[config.mk]
export PLATFORM = sky130hd
export DESIGN_NAME = dc_stage
export DESIGN_NICKNAME = d
export VERILOG_FILES = /design/src/rtl/dc_stage_pkg.sv /design/src/rtl/dc_store_align.sv /design/src/rtl/dc_stage.sv
export SDC_FILE = /design/constraint.sdc
export NUM_CORES = 1
export LEC_CHECK = 0
export ABC_AREA = 1
export BUFFER_PORTS_ARGS = -buffer_cell sky130_fd_sc_hd__buf_2
export CAP_MARGIN = 20
export CORE_ASPECT_RATIO = 1.25
export CORE_MARGIN = 2
export CORE_UTILIZATION = 49
export DETAILED_ROUTE_END_ITERATION = 7
export HOLD_SLACK_MARGIN = 0.06
export PLACE_DENSITY = 0.95
export SYNTH_ARGS = -nofsm -noshare
export SYNTH_HDL_FRONTEND = slang
export SYNTH_SLANG_ARGS = --single-unit
[constraint.sdc]
create_clock -name clk -period 1.8 [get_ports clk]
set_input_delay 0.09 -clock clk [delete_from_list [all_inputs] [get_ports clk]]
set_output_delay 0.09 -clock clk [all_outputs]
set_load 0.02 [all_outputs]
[src/rtl/dc_stage_pkg.sv]
// Shared widths, stall indices, size patterns and bus layouts for the data-cache request stage.
package dc_stage_pkg;

  localparam int EX_TO_DC_WD  = 108;
  localparam int DC_TO_MEM_WD = 76;
  localparam int STALL_WD     = 6;
  localparam int STALL_DC     = 4;
  localparam int STALL_MEM    = 5;

  localparam logic STOP    = 1'b1;
  localparam logic NO_STOP = 1'b0;

  localparam logic [3:0] SIZE_BYTE = 4'b0001;
  localparam logic [3:0] SIZE_HALF = 4'b0011;
  localparam logic [3:0] SIZE_WORD = 4'b1111;
  localparam logic [3:0] SIZE_LOAD = 4'b0000;

  typedef struct packed {
    logic [31:0] pc;
    logic        data_ram_en;
    logic [3:0]  data_ram_wen;
    logic        sel_rf_res;
    logic        rf_we;
    logic [4:0]  rf_waddr;
    logic [31:0] alu_result;
    logic [31:0] store_data;
  } ex_to_dc_t;

  typedef struct packed {
    logic [31:0] pc;
    logic        data_ram_en;
    logic [3:0]  data_ram_wen;
    logic        sel_rf_res;
    logic        rf_we;
    logic [4:0]  rf_waddr;
    logic [31:0] alu_result;
  } dc_to_mem_t;

  typedef enum logic {
    REQ_IDLE = 1'b0,
    REQ_DONE = 1'b1
  } req_state_e;

endpackage

[src/rtl/dc_store_align.sv]
// Byte-lane alignment of a store: write strobe, replicated write data and,
// under DC_MISALIGN_CHK_EN, the misaligned-access flag.
module dc_store_align
  import dc_stage_pkg::*;
(
  input  logic [3:0]  size,
  input  logic [1:0]  offset,
  input  logic [31:0] store_data,
  output logic [3:0]  wstrb,
`ifdef DC_MISALIGN_CHK_EN
  output logic        misalign,
`endif
  output logic [31:0] wdata
);

  // Bits shifted past lane 3 fall off; loads (0000) stay 0000.
  assign wstrb = size << offset;

  always_comb begin
    // NOTE: every output of a combinational block gets a value on every path, otherwise a latch is inferred.
    wdata = store_data;
    case (size)
      SIZE_BYTE: wdata = {4{store_data[7:0]}};
      SIZE_HALF: wdata = {2{store_data[15:0]}};
      default:   wdata = store_data;
    endcase
  end

`ifdef DC_MISALIGN_CHK_EN
  assign misalign = ((size == SIZE_HALF) && offset[0]) ||
                    ((size == SIZE_WORD) && (offset != 2'b00));
`endif

endmodule

[src/rtl/dc_stage.sv]
// Data-cache request stage: pipeline register plus a one-shot request FSM.
// Optional misaligned-access suppression is built when DC_MISALIGN_CHK_EN is defined.
module dc_stage
  import dc_stage_pkg::*;
(
  input  logic                    clk,
  input  logic                    rst,
  input  logic                    flush,
  input  logic [STALL_WD-1:0]     stall,
  input  logic [EX_TO_DC_WD-1:0]  ex_to_dc_bus,
  input  logic                    data_sram_addr_ok,
  output logic [DC_TO_MEM_WD-1:0] dc_to_mem_bus,
  output logic                    data_sram_req,
  output logic                    data_sram_wr,
  output logic [3:0]              data_sram_wstrb,
  output logic [31:0]             data_sram_addr,
  output logic [31:0]             data_sram_wdata,
`ifdef DC_MISALIGN_CHK_EN
  output logic                    dc_misalign,
`endif
  output logic                    stallreq_for_dc
);

  ex_to_dc_t  stage_q;
  dc_to_mem_t mem_out;
  req_state_e state_q, state_d;
  logic       stop_dc, stop_mem, bubble, load, reg_update, misalign;
  logic       unused_stall;

  // Only the own and downstream stall bits matter here.
  assign unused_stall = ^stall[STALL_DC-1:0];

  assign stop_dc    = (stall[STALL_DC] == STOP);
  assign stop_mem   = (stall[STALL_MEM] == STOP);
  assign bubble     = stop_dc && !stop_mem;
  assign load       = (stall[STALL_DC] == NO_STOP);
  assign reg_update = flush || bubble || load;

  always_ff @(posedge clk) begin
    // NOTE: sequential state uses non-blocking assignments so every register samples pre-edge values.
    if (rst)         stage_q <= '0;
    else if (flush)  stage_q <= '0;
    else if (bubble) stage_q <= '0;
    else if (load)   stage_q <= ex_to_dc_bus;
  end

  dc_store_align u_align (
    .size       (stage_q.data_ram_wen),
    .offset     (stage_q.alu_result[1:0]),
    .store_data (stage_q.store_data),
    .wstrb      (data_sram_wstrb),
`ifdef DC_MISALIGN_CHK_EN
    .misalign   (misalign),
`endif
    .wdata      (data_sram_wdata)
  );

`ifndef DC_MISALIGN_CHK_EN
  assign misalign = 1'b0;
`else
  assign dc_misalign = misalign && stage_q.data_ram_en;
`endif

  // Once accepted, the access must not be re-issued until a new instruction occupies the stage.
  always_ff @(posedge clk) begin
    if (rst) state_q <= REQ_IDLE;
    else     state_q <= state_d;
  end

  always_comb begin
    state_d = state_q;
    if (reg_update)
      state_d = REQ_IDLE;
    else if ((state_q == REQ_IDLE) && data_sram_req && data_sram_addr_ok && stop_dc)
      state_d = REQ_DONE;
  end

  assign data_sram_req   = (state_q == REQ_IDLE) && stage_q.data_ram_en && !misalign;
  assign stallreq_for_dc = data_sram_req && !data_sram_addr_ok;
  assign data_sram_addr  = stage_q.alu_result;
  assign data_sram_wr    = (stage_q.data_ram_wen != SIZE_LOAD);

  always_comb begin
    mem_out.pc           = stage_q.pc;
    mem_out.data_ram_en  = stage_q.data_ram_en && !misalign;
    mem_out.data_ram_wen = misalign ? 4'b0000 : data_sram_wstrb;
    mem_out.sel_rf_res   = stage_q.sel_rf_res;
    mem_out.rf_we        = stage_q.rf_we;
    mem_out.rf_waddr     = stage_q.rf_waddr;
    mem_out.alu_result   = stage_q.alu_result;
  end

  assign dc_to_mem_bus = mem_out;

endmodule

==> Implementation_results.wiki <==
{| class="wikitable"
! Metric !! Value
|-
| Final Net Count || 1,046
|-
| Max IR drop VDD || 0.4843 mV
|-
| Crit path max-delay cell type || sky130_fd_sc_hd__dfxtp_1
|-
| Post-route ant nets || 0
|-
| Post-CTS Setup Bufs || 0
|-
| CP endpoint kind || primary output
|-
| Combined area of the multi-input logic cells || 0.001799 mm2
|-
| Setup total negative slack || 0 ns
|-
| Post-synthesis cell area || 0.005049 mm2
|-
| Classification of the worst setup path || reg -> out
|-
| Largest incremental delay on the critical path || 0.32 ns
|-
| Pin count of the biggest net entering global routing || 111
|-
| Row cnt || 41
|-
| Cell-by-cell trace of the critical path || nor2_2 > buf_4 > nand3_1 > nand3_1 > buf_2
|-
| Max Root-Sink Buffers || 2
|-
| Maxcap violations || 0
|-
| Top Family by Delay on Critical Path || buffers and inverters
|-
| Total number of vias || 5,373
|-
| Placed Area || 0.005587 mm2
|-
| Sum of met3 wire segment lengths after detailed routing || 1.326 mm
|-
| Per-cell via count in the routed design || 5.055
|-
| Share of Yosys cell area claimed by the top area cell type || 43.22%
|-
| Chip width || 94.79 um
|-
| Worst hold-check slack || 0.07731 ns
|-
| Cell with the most instances on the worst path || sky130_fd_sc_hd__nand3_1
|-
| Final Instance Area || 0.007008 mm2
|-
| Clock-pin slew on the worst setup and hold paths || 0.07 ns
|-
| Full die area || 0.01114 mm2
|-
| Startpoint type of the worst setup path || flop
|-
| Number of antenna violations at the first check in global routing || 1
|-
| H-tree Lvls || 3
|-
| Number of register bits inferred by synthesis || 109
|-
| Maximum clock frequency || 608.8 MHz
|-
| Fraction of final layout cells with drive strength greater than 1 || 31.08%
|-
| DPL Wire Length || 8.910 mm
|-
| Final setup fails || 0
|-
| Number of warnings reported in the yosys synthesis log || 0
|-
| Area taken by flip-flops and latches || 0.002183 mm2
|-
| Total routed wire length on the met1 layer || 5.919 mm
|-
| Headroom to the max-slew limit || 64.94%
|-
| Top routing layer in use || met4
|-
| Min Tclk post-route || 1.642 ns
|-
| Port buffer count || 260
|-
| Number of placed I/O pins || 265
|-
| Routed WL per cell || 14.96 um
|-
| Num Clock Sinks || 109
|-
| Residual DRC || 0
|-
| Critical Path AT || 1.55 ns
|-
| Final worst slack || 0.1576 ns
|-
| Register area share after synthesis || 43.22%
|-
| Type of the worst min-delay path || in -> reg
|-
| Wire length of the first global-routing pass || 24.21 mm
|-
| Flop-to-flop setup slack || 0.57 ns
|-
| Vias in the first global route || 5,102
|-
| Power density relative to cell area || 781.2 mW/mm2
|-
| Total of fill cells in the finished design || 730
|-
| Detailed-routing iteration count for the pre-antenna-repair pass || 6
|-
| Synthesized net count || 812
|-
| Maximum clock skew at final layout || 0.00004330 ns
|-
| Number of hold violations in the final report || 0
|-
| Worst-case setup slack after placement || 0.4769 ns
|-
| Effective utilization at floorplan || 50.21%
|-
| Clock tree from TritonCTS || yes
|-
| Core box area || 0.01005 mm2
|-
| Instance count of the mapped netlist || 694
|-
| Setup repair after global routing missed its margin || no
|-
| Routed length on met2 || 8.155 mm
|-
| Skew-Pair Late Insertion Delay || 0.34 ns
|-
| 1st-iter DRT viols || 429
|-
| Count of different cell masters after synthesis || 17
|-
| Leakage power total || 3.439 nW
|-
| Number of max-slew violations in the final report || 0
|-
| Overall track demand over capacity in global routing || 27.54%
|-
| Data required time at the worst endpoint || 1.71 ns
|-
| Total routed wirelength || 15.91 mm
|-
| Signed area change from the synthesized netlist to the final layout || 38.81%
|-
| Root cell of the clock tree || sky130_fd_sc_hd__clkbuf_16
|-
| Cell taking the most area after synthesis || sky130_fd_sc_hd__dfxtp_1
|-
| Weighted congestion at the end of routability-driven global placement || 0.8840
|-
| Chip Height || 117.5 um
|-
| Worst-Margin Slew || 0.5260 ns
|-
| Mapped Avg Cell Area || 7.275 um2
|-
| Status || completed
|-
| Critical Path Fanout Max || 25
|-
| Top cells by area, synth || sky130_fd_sc_hd__dfxtp_1 43%, sky130_fd_sc_hd__nand2_1 19%, sky130_fd_sc_hd__buf_4 18%, sky130_fd_sc_hd__a21oi_1 11%, sky130_fd_sc_hd__nand3_1 4.4%
|-
| Num CTS Buffers || 9
|-
| Portion of the clock cycle consumed by the worst path in the final layout || 91.25%
|-
| Crit path buffers/inverters || 2
|-
| Layout Utilization || 69.70%
|-
| Overflow left after global routing || 0
|}
-- logic make-up (layout without fill, tap and decap cells) --
kind of cell           count (synthesis)  in the layout  share of synthesized area [%]
AND/OR/NAND/NOR                      307            307                          24.11
AO/OA/AOI/OAI                        114            114                          11.38
other                                  0              1                              0
flip-flops                           109            109                          43.22
buffers and inverters                164            403                          21.29
-- final timing paths --
path                      from                  end  cells past startpoint
max                stage_q[74]  data_sram_wdata[10]                      5
max reg2reg  dc_to_mem_bus[43]              state_q                      3
min reg2reg  dc_to_mem_bus[55]    dc_to_mem_bus[55]                      2
min           ex_to_dc_bus[40]    data_sram_addr[8]                      3
-- report_power, final --
part	switching, mW	internal (mW)	total, mW
registers	0.0463	2.47	2.52
logic	0.439	0.385	0.824
clock network	0.897	1.23	2.13
-- cell usage after synthesis --
cell / number
sky130_fd_sc_hd__and2_1: 1
sky130_fd_sc_hd__dfxtp_1: 109
sky130_fd_sc_hd__nand2_1: 255
sky130_fd_sc_hd__buf_2: 13
sky130_fd_sc_hd__clkbuf_1: 16
sky130_fd_sc_hd__inv_2: 1
sky130_fd_sc_hd__o21ai_0: 1
sky130_fd_sc_hd__nor2_2: 1
sky130_fd_sc_hd__or2_2: 1
sky130_fd_sc_hd__nor3_1: 2
sky130_fd_sc_hd__buf_1: 8
sky130_fd_sc_hd__buf_4: 118
sky130_fd_sc_hd__a21oi_1: 112
sky130_fd_sc_hd__nor2_1: 3
sky130_fd_sc_hd__o21ai_2: 1
sky130_fd_sc_hd__inv_1: 8
sky130_fd_sc_hd__nand3_1: 44
-- layer usage --
metal / vias to the layer above / GRT usage (%)
met5: - / 0
met4: 0 / 12.59
met3: 53 / 6.914
met2: 320 / 50.13
met1: 2430 / 28.92
li1: 2570 / -
-- worst reg2reg max path: stages, from the launching register on --
cell,delay [ns]
sky130_fd_sc_hd__dfxtp_1,0.39
sky130_fd_sc_hd__nand3_1,0.09
sky130_fd_sc_hd__a21oi_1,0.16
sky130_fd_sc_hd__dlygate4sd3_1,0.54
-- final cells by class --
class / count / share of cell area (%)
timing repair buffer: 378 / 35.67
sequential: 109 / 31.16
multi-input combinational: 421 / 25.67
clock buffer: 10 / 3.267
tap: 129 / 2.303
clock inverter: 6 / 1.339
inverter: 9 / 0.5535
antenna: 1 / 0.03571
-- cell usage in the layout, fill, tap and decap left out --
cell type,synthesis,final
sky130_fd_sc_hd__nor3_1,2,2
sky130_fd_sc_hd__dfxtp_1,109,108
sky130_fd_sc_hd__buf_2,13,259
sky130_fd_sc_hd__clkinvlp_4,0,2
sky130_fd_sc_hd__o21ai_0,1,1
sky130_fd_sc_hd__buf_4,118,7
sky130_fd_sc_hd__buf_12,0,3
sky130_fd_sc_hd__dfxtp_2,0,1
sky130_fd_sc_hd__nor2_2,1,1
sky130_fd_sc_hd__clkinv_4,0,1
sky130_fd_sc_hd__or2_2,1,1
sky130_fd_sc_hd__o21ai_4,0,1
sky130_fd_sc_hd__clkinv_2,0,1
sky130_fd_sc_hd__nand3_1,44,44
sky130_fd_sc_hd__inv_1,8,7
sky130_fd_sc_hd__nand2_1,255,255
sky130_fd_sc_hd__and2_1,1,1
sky130_fd_sc_hd__inv_6,0,2
sky130_fd_sc_hd__clkbuf_16,0,9
sky130_fd_sc_hd__bufinv_16,0,2
sky130_fd_sc_hd__clkbuf_1,16,1
sky130_fd_sc_hd__diode_2,0,1
sky130_fd_sc_hd__a21oi_1,112,112
sky130_fd_sc_hd__dlygate4sd3_1,0,109
sky130_fd_sc_hd__nor2_1,3,3
-- per-stage QoR --
step                total power, mW  std cells
detailed placement            3.192        937
finish                        5.475       1063
global placement              3.180        937
CTS                           5.484       1062
floorplan                     3.006        694
global route                  5.664       1063
-- sequential cells by signal, indices dropped and copies added, names as in the netlist --
register,flops
stage_q,36
state_q,1
dc_to_mem_bus,40
data_sram_addr,32
-- timing repair --
action | in CTS | in global routing
endpoints found under the hold margin | 108 | 0
resized for setup | 0 | 2
hold buffers | 109 | 0
endpoints found under the setup margin | 0 | 6
Note: power is estimated with default switching activity, not from simulation.
